$ cat src/rtl/blake_pkg.sv
// Shared types and constants for the BLAKE-256 G-function sequencer.
// Holds the step-state encoding, the word width and the default rotate amounts.
package blake_pkg;

  localparam int WORD_W = 32;

  localparam int unsigned ROT0_DEF = 16;
  localparam int unsigned ROT1_DEF = 12;
  localparam int unsigned ROT2_DEF = 8;
  localparam int unsigned ROT3_DEF = 7;

  typedef enum logic [3:0] {
    IDLE,
    S0,
    S1,
    S2,
    S3,
    S4,
    S5,
    S6,
    S7,
    DONE
  } state_t;

  // Constant-amount rotate right; reduces to pure wiring.
  function automatic logic [WORD_W-1:0] ror32(input logic [WORD_W-1:0] x, input int unsigned n);
    return (x >> n) | (x << (WORD_W - n));
  endfunction

endpackage

$ cat src/rtl/blake_add3.sv
// Three-input modulo-2^32 adder: one 3:2 carry-save stage, then one carry-propagate add.
// The carry vector's top bit and the final carry-out fall off the word.
module blake_add3
  import blake_pkg::*;
(
  input  logic [WORD_W-1:0] x,
  input  logic [WORD_W-1:0] y,
  input  logic [WORD_W-1:0] z,
  output logic [WORD_W-1:0] sum
);

  logic [WORD_W-1:0] vs;
  logic [WORD_W-1:0] vc;

  assign vs  = x ^ y ^ z;
  assign vc  = {(x[WORD_W-2:0] & y[WORD_W-2:0]) |
                (x[WORD_W-2:0] & z[WORD_W-2:0]) |
                (y[WORD_W-2:0] & z[WORD_W-2:0]), 1'b0};
  assign sum = vs + vc;

endmodule

$ cat src/rtl/blake_g_seq.sv
// Iterative BLAKE-256 G function: eight mixing steps on consecutive cycles,
// all additions sharing a single blake_add3 instance.
module blake_g_seq
  import blake_pkg::*;
#(
  parameter int unsigned ROT0 = ROT0_DEF,
  parameter int unsigned ROT1 = ROT1_DEF,
  parameter int unsigned ROT2 = ROT2_DEF,
  parameter int unsigned ROT3 = ROT3_DEF
) (
  input  logic              clk,
  input  logic              rst_n,
  input  logic              clr,
  input  logic              in_valid,
  output logic              in_ready,
  input  logic [WORD_W-1:0] a_in,
  input  logic [WORD_W-1:0] b_in,
  input  logic [WORD_W-1:0] c_in,
  input  logic [WORD_W-1:0] d_in,
  input  logic [WORD_W-1:0] mx0,
  input  logic [WORD_W-1:0] mx1,
  output logic              out_valid,
  input  logic              out_ready,
  output logic [WORD_W-1:0] a_out,
  output logic [WORD_W-1:0] b_out,
  output logic [WORD_W-1:0] c_out,
  output logic [WORD_W-1:0] d_out,
  output logic              busy
);

  state_t            state_reg, state_next;
  logic [WORD_W-1:0] a_reg, b_reg, c_reg, d_reg, mx0_reg, mx1_reg;
  logic [WORD_W-1:0] add_x, add_y, add_z, add_sum;
  logic              load;

  // S2/S6 add c+d; every other add step is a+b+mx.
  always_comb begin
    add_x = a_reg;
    add_y = b_reg;
    add_z = mx0_reg;
    case (state_reg)
      S4:      add_z = mx1_reg;
      S2, S6: begin
        add_x = c_reg;
        add_y = d_reg;
        add_z = '0;
      end
      default: ;
    endcase
  end

  blake_add3 u_add3 (
    .x   (add_x),
    .y   (add_y),
    .z   (add_z),
    .sum (add_sum)
  );

  always_comb begin
    state_next = state_reg;
    case (state_reg)
      IDLE:    if (in_valid) state_next = S0;
      S0:      state_next = S1;
      S1:      state_next = S2;
      S2:      state_next = S3;
      S3:      state_next = S4;
      S4:      state_next = S5;
      S5:      state_next = S6;
      S6:      state_next = S7;
      S7:      state_next = DONE;
      DONE:    if (out_ready) state_next = IDLE;
      default: state_next = IDLE;
    endcase
    if (clr) state_next = IDLE;
  end

  assign load = (state_reg == IDLE) && in_valid && !clr;

  always_ff @(posedge clk or negedge rst_n) begin
    if (!rst_n) begin
      state_reg <= IDLE;
      a_reg     <= '0;
      b_reg     <= '0;
      c_reg     <= '0;
      d_reg     <= '0;
      mx0_reg   <= '0;
      mx1_reg   <= '0;
    end else begin
      state_reg <= state_next;
      if (load) begin
        a_reg   <= a_in;
        b_reg   <= b_in;
        c_reg   <= c_in;
        d_reg   <= d_in;
        mx0_reg <= mx0;
        mx1_reg <= mx1;
      end else if (!clr) begin
        case (state_reg)
          S0, S4: a_reg <= add_sum;
          S1:     d_reg <= ror32(d_reg ^ a_reg, ROT0);
          S2, S6: c_reg <= add_sum;
          S3:     b_reg <= ror32(b_reg ^ c_reg, ROT1);
          S5:     d_reg <= ror32(d_reg ^ a_reg, ROT2);
          S7:     b_reg <= ror32(b_reg ^ c_reg, ROT3);
          default: ;
        endcase
      end
    end
  end

  assign in_ready  = (state_reg == IDLE);
  assign out_valid = (state_reg == DONE);
  assign busy      = (state_reg != IDLE) && (state_reg != DONE);
  assign a_out     = a_reg;
  assign b_out     = b_reg;
  assign c_out     = c_reg;
  assign d_out     = d_reg;

endmodule

$ cat config.mk
export PLATFORM = sky130hd
export DESIGN_NAME = blake_g_seq
export DESIGN_NICKNAME = d
export VERILOG_FILES = /design/src/rtl/blake_pkg.sv /design/src/rtl/blake_add3.sv /design/src/rtl/blake_g_seq.sv
export SDC_FILE = /design/constraint.sdc
export NUM_CORES = 1
export LEC_CHECK = 0
export ABC_AREA = 1
export CORE_MARGIN = 10
export CORE_UTILIZATION = 51
export CTS_CLUSTER_DIAMETER = 60
export DETAILED_ROUTE_END_ITERATION = 6
export GPL_TIMING_DRIVEN = 0
export PLACE_DENSITY = 0.93
export SYNTH_ARGS = -nofsm -noshare
export SYNTH_HDL_FRONTEND = slang
export SYNTH_SLANG_ARGS = --single-unit
$ cat constraint.sdc
create_clock -name clk -period 4.15 [get_ports clk]
set_input_delay 0.6225 -clock clk [delete_from_list [all_inputs] [get_ports clk]]
set_output_delay 0.6225 -clock clk [all_outputs]
set_load 0.005 [all_outputs]
# Word-level counts from Yosys, hierarchy flattened
# Index checks and enable logic that the tools add are counted.
op_classes:
  n_mux: 19
  n_eq_ne: 13
  n_bitwise: 13
  n_addsub: 1
  reduce_logical: 17
op_table:
  columns: ["op", "n"]
  rows:
  - ["$mux W32", 12]
  - ["$pmux W32 S2", 3]
  - ["$xor A32 B32 Y32", 4]
  - ["$and A31 B31 Y31", 3]
  - ["$or A31 B31 Y31", 2]
  - ["$pmux W4 S10", 1]
  - ["$add A32 B32 Y32", 1]
  - ["$or A16 B32 Y32", 1]
  - ["$or A20 B32 Y32", 1]
  - ["$or A24 B32 Y32", 1]
  - ["$or A25 B32 Y32", 1]
  - ["$eq A4 B3 Y1 const B", 4]
  - ["$mux W4", 3]
  - ["$reduce_and A2 Y1", 5]
  - ["$eq A4 B2 Y1 const B", 2]
  - ["$eq A4 B4 Y1 const B", 2]
  - ["$reduce_bool A3 Y1", 2]
  - ["$eq A4 B1 Y1 const B", 1]
  - ["$logic_not A4 Y1", 1]
  - ["$ne A4 B4 Y1 const B", 1]
  - ["$reduce_bool A2 Y1", 2]
  - ["$reduce_bool A4 Y1", 1]
  - ["$reduce_or A2 Y1", 2]
  - ["$logic_and A1 B1 Y1", 3]
  - ["4 further kinds", 4]
word_totals:
  regBits: 196
  wordCells: 70
  out_inout_bits: 131

# Longest topological paths before layout
depth:
  word_depth: 10
  depth_mapped: 24
  depth_no_buf: 22

# Cells and area by module
# Synthesis repeated with hierarchy kept, for this count alone.
unflattened:
  cells_unflattened: 2353
  area_unflattened_um2: 14651.6
by_module_without_submodules:
  columns: ["module", "instances", "seq_area_each_um2", "cells_each", "area_per_inst_um2"]
  rows:
  - ["blake_g_seq", 1, 4904.7, 1848, 11750.0]
  - ["blake_add3", 1, 0.0, 505, 2901.5]

# Worst setup path after synthesis
# Ideal clock, no wire load.
synth_path:
  kind: "reg2reg"
  startpoint: "register state_reg[0]"
  endpoint: "register a_reg[17], in the netlist a_out[17]"
  path_slack_ps: 601
  required_time_ps: 4033
  path_stages_with_launch: 25
  n_path_buf: 2
  arrival_ps: 3432
  setup_time_ps: 117
  path_cell_list: "dfrtp_1 > buf_2 > inv_1 > nor2_1 > nand2_1 > nor2_1 > clkbuf_1 > a22oi_1 > fa_1 > inv_1 > ha_1 > inv_1 > fa_1 > inv_1 > nand3_1 > nand3_1 > nand2_1 > nand3_1 > nand2_1 > nand2_1 > nand2_1 > nand3_1 > nand2_1 > nand2_1 > nand2_1"
synth_via:
  elab_chain_cells: 10
synth_rtl:
  columns: ["element", "line_no", "source"]
  rows:
  - ["start: declaration", "blake_g_seq.sv:31", "state_t state_reg, state_next;"]
  - ["start signal: assignment", "blake_g_seq.sv:89", "state_reg <= state_next;"]
  - ["$eq A4 B2 Y1 / $eq A4 B3 Y1 (equally long branches)", "blake_g_seq.sv:41", "case (state_reg)"]
  - ["$reduce_or A2 Y1", "blake_g_seq.sv:41", null]
  - ["$pmux W32 S2 / $mux W32 (equally long branches)", "blake_g_seq.sv:41", null]
  - ["$and A31 B31 Y31, on equally long branches", "blake_add3.sv:17, blake_add3.sv:16", null]
  - ["$or A31 B31 Y31", "blake_add3.sv:16", "assign vc = {(x[WORD_W-2:0] & y[WORD_W-2:0]) |"]
  - ["$or A31 B31 Y31", "blake_add3.sv:17", "(x[WORD_W-2:0] & z[WORD_W-2:0]) |"]
  - ["$add A32 B32 Y32", "blake_add3.sv:19", "assign sum = vs + vc;"]
  - ["$mux W32", "blake_g_seq.sv:98", "case (state_reg)"]
  - ["$mux W32", "blake_g_seq.sv:97", "end else if (!clr) begin"]
  - ["$mux W32", "blake_g_seq.sv:90", "if (load) begin"]
  - ["end signal: assignment", "blake_g_seq.sv:91", "a_reg <= a_in;"]
  - ["end signal: assignment", "blake_g_seq.sv:99", "S0, S4: a_reg <= add_sum;"]
  - ["end: declaration", "blake_g_seq.sv:32", "logic [WORD_W-1:0] a_reg, b_reg, c_reg, d_reg, mx0_reg, mx1_reg;"]
# Several ways; a longest one is shown, not always the timed one. The select of a mux whose other input is x is not followed.
# A chain may end at the register's enable or synchronous reset.

# Worst setup path after layout
layout_path:
  startpoint: "register state_reg[0]"
  endpoint: "register a_reg[28], in the netlist a_out[28]"
# Same word-level chain as after synthesis.

==> impl_results.md <==
* Routed len/inst at 25.13 um
* Clk buf depth at 2
* Netlist cell types at 37
* # rows at 60
* Slew Viols, Final at 0
* Placed cell area at 17600 sq um
* Mapped Area at 13870 sq um
* Share of cells above drive strength 1 at 6.101%
* GR Layer Usage met3 at 10.15%
* Worst Path Buf+Inv at 4
* Gr busiest metal: met2
* CTS Buf Count at 17
* DIE AREA at 34200 sq um
* M2 GR Usage at 60.67%
* Max frequency at 246.0 MHz
* GRT Residual Overflow at 0
* Area of the multi-input gates at 7654 sq um
* Worst-path fanout max at 10
* WP data arrival at 4.44 ns
* GR Util All Layers at 38.00%
* ANT nets after route at 0
* Syn_nets at 2208
* Clock Latency Late Sink at 0.46 ns
* Number of global-route vias before repair at 15490
* Main synth FF type: dfrtp_1
* Initial core utilization at 51.62%
* Post-synth ARST share at 100.0%
* Worst hold path type: in2async
* First-pass GRT wire length at 96460 um
* Status: finished with violations
* Cell mode on critical path: nand2_1
* Post-DP HPWL at 54360 um
* Crit Path Class: reg2reg
* CTS Sinks at 196
* DR vias/cell at 6.043
* Worst-margin pin slew at 0.7710 ns
* Hold Buf Count CTS at 0
* Slew HR at 48.05%
* Total vias in the final route at 16040
* Clk root buf: clkbuf_16
* Crit-path slowest cell: fa_1
* Post-synth EDFFs at 0
* I/O pin cnt at 328
* Failing checks: design-rule violations
* DRC viols at 21
* Synth-to-Final Area Change at 32.38%
* H-tree depth at 4
* Post-route cell area at 18370 sq um
* Pre-Repair DR Iteration Count at 7
* Final Hold Fails at 0
* CTS tree: yes
* Max Cap Viol at 0
* Critical Path Start Type: flip-flop
* CP required at 4.52 ns
* Area of the core at 26880 sq um
* Reg clk slew, reported paths at 0.09 ns
* Largest net degree at the start of global routing at 121
* Final Critical Period at 4.065 ns
* Die Ht at 184.9 um
* Met1 Usage GRT at 46.10%
* Critical Path, Cell by Cell: clkbuf_4, nand3_4, clkbuf_8, buf_2, mux2i_1, fa_1, inv_1, ha_1, nand2_1, nand2_1, a21oi_1, nand3_2, nand2_1, nand2_1, nand2_1, nand3_1, a21oi_1
* CP top delay family: simple AND/OR/NAND/NOR gates
* Worst Clk Skew at 0.02372 ns
* Endpoints failing setup at 0
* FF+latch count, synth at 196
* Syn Inst Count at 1949
* Final net count at 2557
* IO buf count at 326
* Seq/Total Area, Yosys at 35.35%
* Final wirelength at 66690 um
* RSZ-0062 raised after global routing: false
* Fill cell total of the finished layout at 2277
* Syn Area/Cell at 7.119 sq um
* Crit. End Element: flip-flop
* Crit share post-route at 97.95%
* DRT iter0 DRCs at 2306
* Reg area at 4906 sq um
* Core Util, Final at 68.34%
* Crit-path max cell delay at 0.52 ns
* Placer congestion estimate at 1.068
* Synth Warn # at 0
* Die Wd at 184.9 um
* Initial antenna violation count at 2
==> cell usage in the layout (no fill, tap or decap), types with 20 or more instances in the layout <==
cell	count
a22oi_1	26
nor2_1	106
inv_1	251
xor2_1	63
fa_1	32
clkbuf_1	25
clkdlybuf4s50_1	325
nand3_1	77
dfrtp_1	195
buf_2	42
ha_1	29
mux2i_1	24
nand2_1	654
o21ai_0	111
a31oi_1	31
o21ai_1	20
o211ai_1	76
a21oi_1	70
==> final timing paths <==
check,startpoint,endpoint,slack (ns),cells past startpoint
hold reg to reg,mx0_reg[15]$_DFFE_PN0P_,mx0_reg[15]$_DFFE_PN0P_,0.49,2
max in group asynchronous,rst_n,state_reg[3]$_DFFE_PN0P_,2.93,2
setup reg to reg,state_reg[0]$_DFFE_PN0P_,a_out[28]$_DFFE_PN0P_,0.08,17
setup / recovery,state_reg[0]$_DFFE_PN0P_,a_out[28]$_DFFE_PN0P_,0.08,17
hold / removal,rst_n,mx1_reg[9]$_DFFE_PN0P_,0.14,1
min in group clk,mx0_reg[15]$_DFFE_PN0P_,mx0_reg[15]$_DFFE_PN0P_,0.49,2
==> layer usage <==
layer / share of wire, % / wire (um)
met1: 35 / 23550
met2: 45 / 30180
met3: 14 / 9092
met4: 5.8 / 3863
met5: 0 / 0
==> timing repair <==
action,CTS,global route
pin swaps,1,1
gates resized for setup,25,46
cloned,0,0
buffers inserted,3,2
hold endpoints to repair,0,0
endpoints found under the setup margin,59,54
==> cells by family after synthesis <==
| group | count (synthesis) | synth area share (%) |
|---|---|---|
| AO/OA/AOI/OAI | 360 | 15.71 |
| XOR/XNOR | 69 | 4.356 |
| buffers and inverters | 354 | 10.16 |
| multiplexers | 26 | 1.876 |
| adder cells (fa/ha/maj) | 62 | 7.323 |
| AND/OR/NAND/NOR | 882 | 25.22 |
| flip-flops | 196 | 35.35 |
==> final cells by class <==
| cell class | count | area share, % |
|---|---|---|
| buffer | 95 | 2.629 |
| timing repair buffer | 332 | 18.15 |
| multi-input combinational | 1399 | 41.67 |
| tap | 341 | 2.323 |
| sequential | 196 | 26.71 |
| inverter | 257 | 5.252 |
| clock inverter | 14 | 0.8515 |
| antenna | 2 | 0.02725 |
| clock buffer | 18 | 2.391 |
==> synthesized netlist by cell type, drive strengths merged, types with 2 or more instances <==
library cell    n  area, sq um
dfrtp         196         4905
a21oi          71        355.3
fa             32        640.6
nand2         657         2466
nand3b          7        52.55
o21bai          7        52.55
nand4           6        37.54
xor2           63        551.8
a22o            7        61.31
nor2          115        431.7
and2            2        12.51
nor3            7        46.30
a22oi          27        202.7
o21ai         136        691.9
a21o            2        15.01
nand3          83        420.4
mux2i          26        260.3
o211ai         76        570.6
clkbuf         37        138.9
or2             4        25.02
ha             30        375.4
buf            60        306.5
a31oi          32        215.2
xnor2           6        52.55
inv           256        960.9
==> worst register-to-register path, stage by stage, from the launching register on <==
cell and delay [ns]:
dfrtp_1 0.36, clkbuf_4 0.18, nand3_4 0.14, clkbuf_8 0.21
buf_2 0.35, mux2i_1 0.50, fa_1 0.52, inv_1 0.08
ha_1 0.29, nand2_1 0.10, nand2_1 0.08, a21oi_1 0.27
nand3_2 0.20, nand2_1 0.16, nand2_1 0.07, nand2_1 0.07
nand3_1 0.19, a21oi_1 0.22
==> stage by stage <==
stage | instances | setup TNS, ns | hold slack [ns] | worst slack, ns
final | 2654 | 0 | 0.1370 | 0.08492
after global routing | 2653 | 0 | 0.1838 | 0.005513
after CTS | 2652 | 0 | 0.1733 | 0.02407
after detailed placement | 2617 | -26.96 | 0.4659 | -0.9009
after global placement | 2616 | -1131.41 | 0.4639 | -5.683
after floorplan | 1949 | 0 | 0.3269 | 0.6014
Power is left out: the tool's default activity adds up to more than one toggle a clock period on the data nets, which glitch-free logic cannot reach.
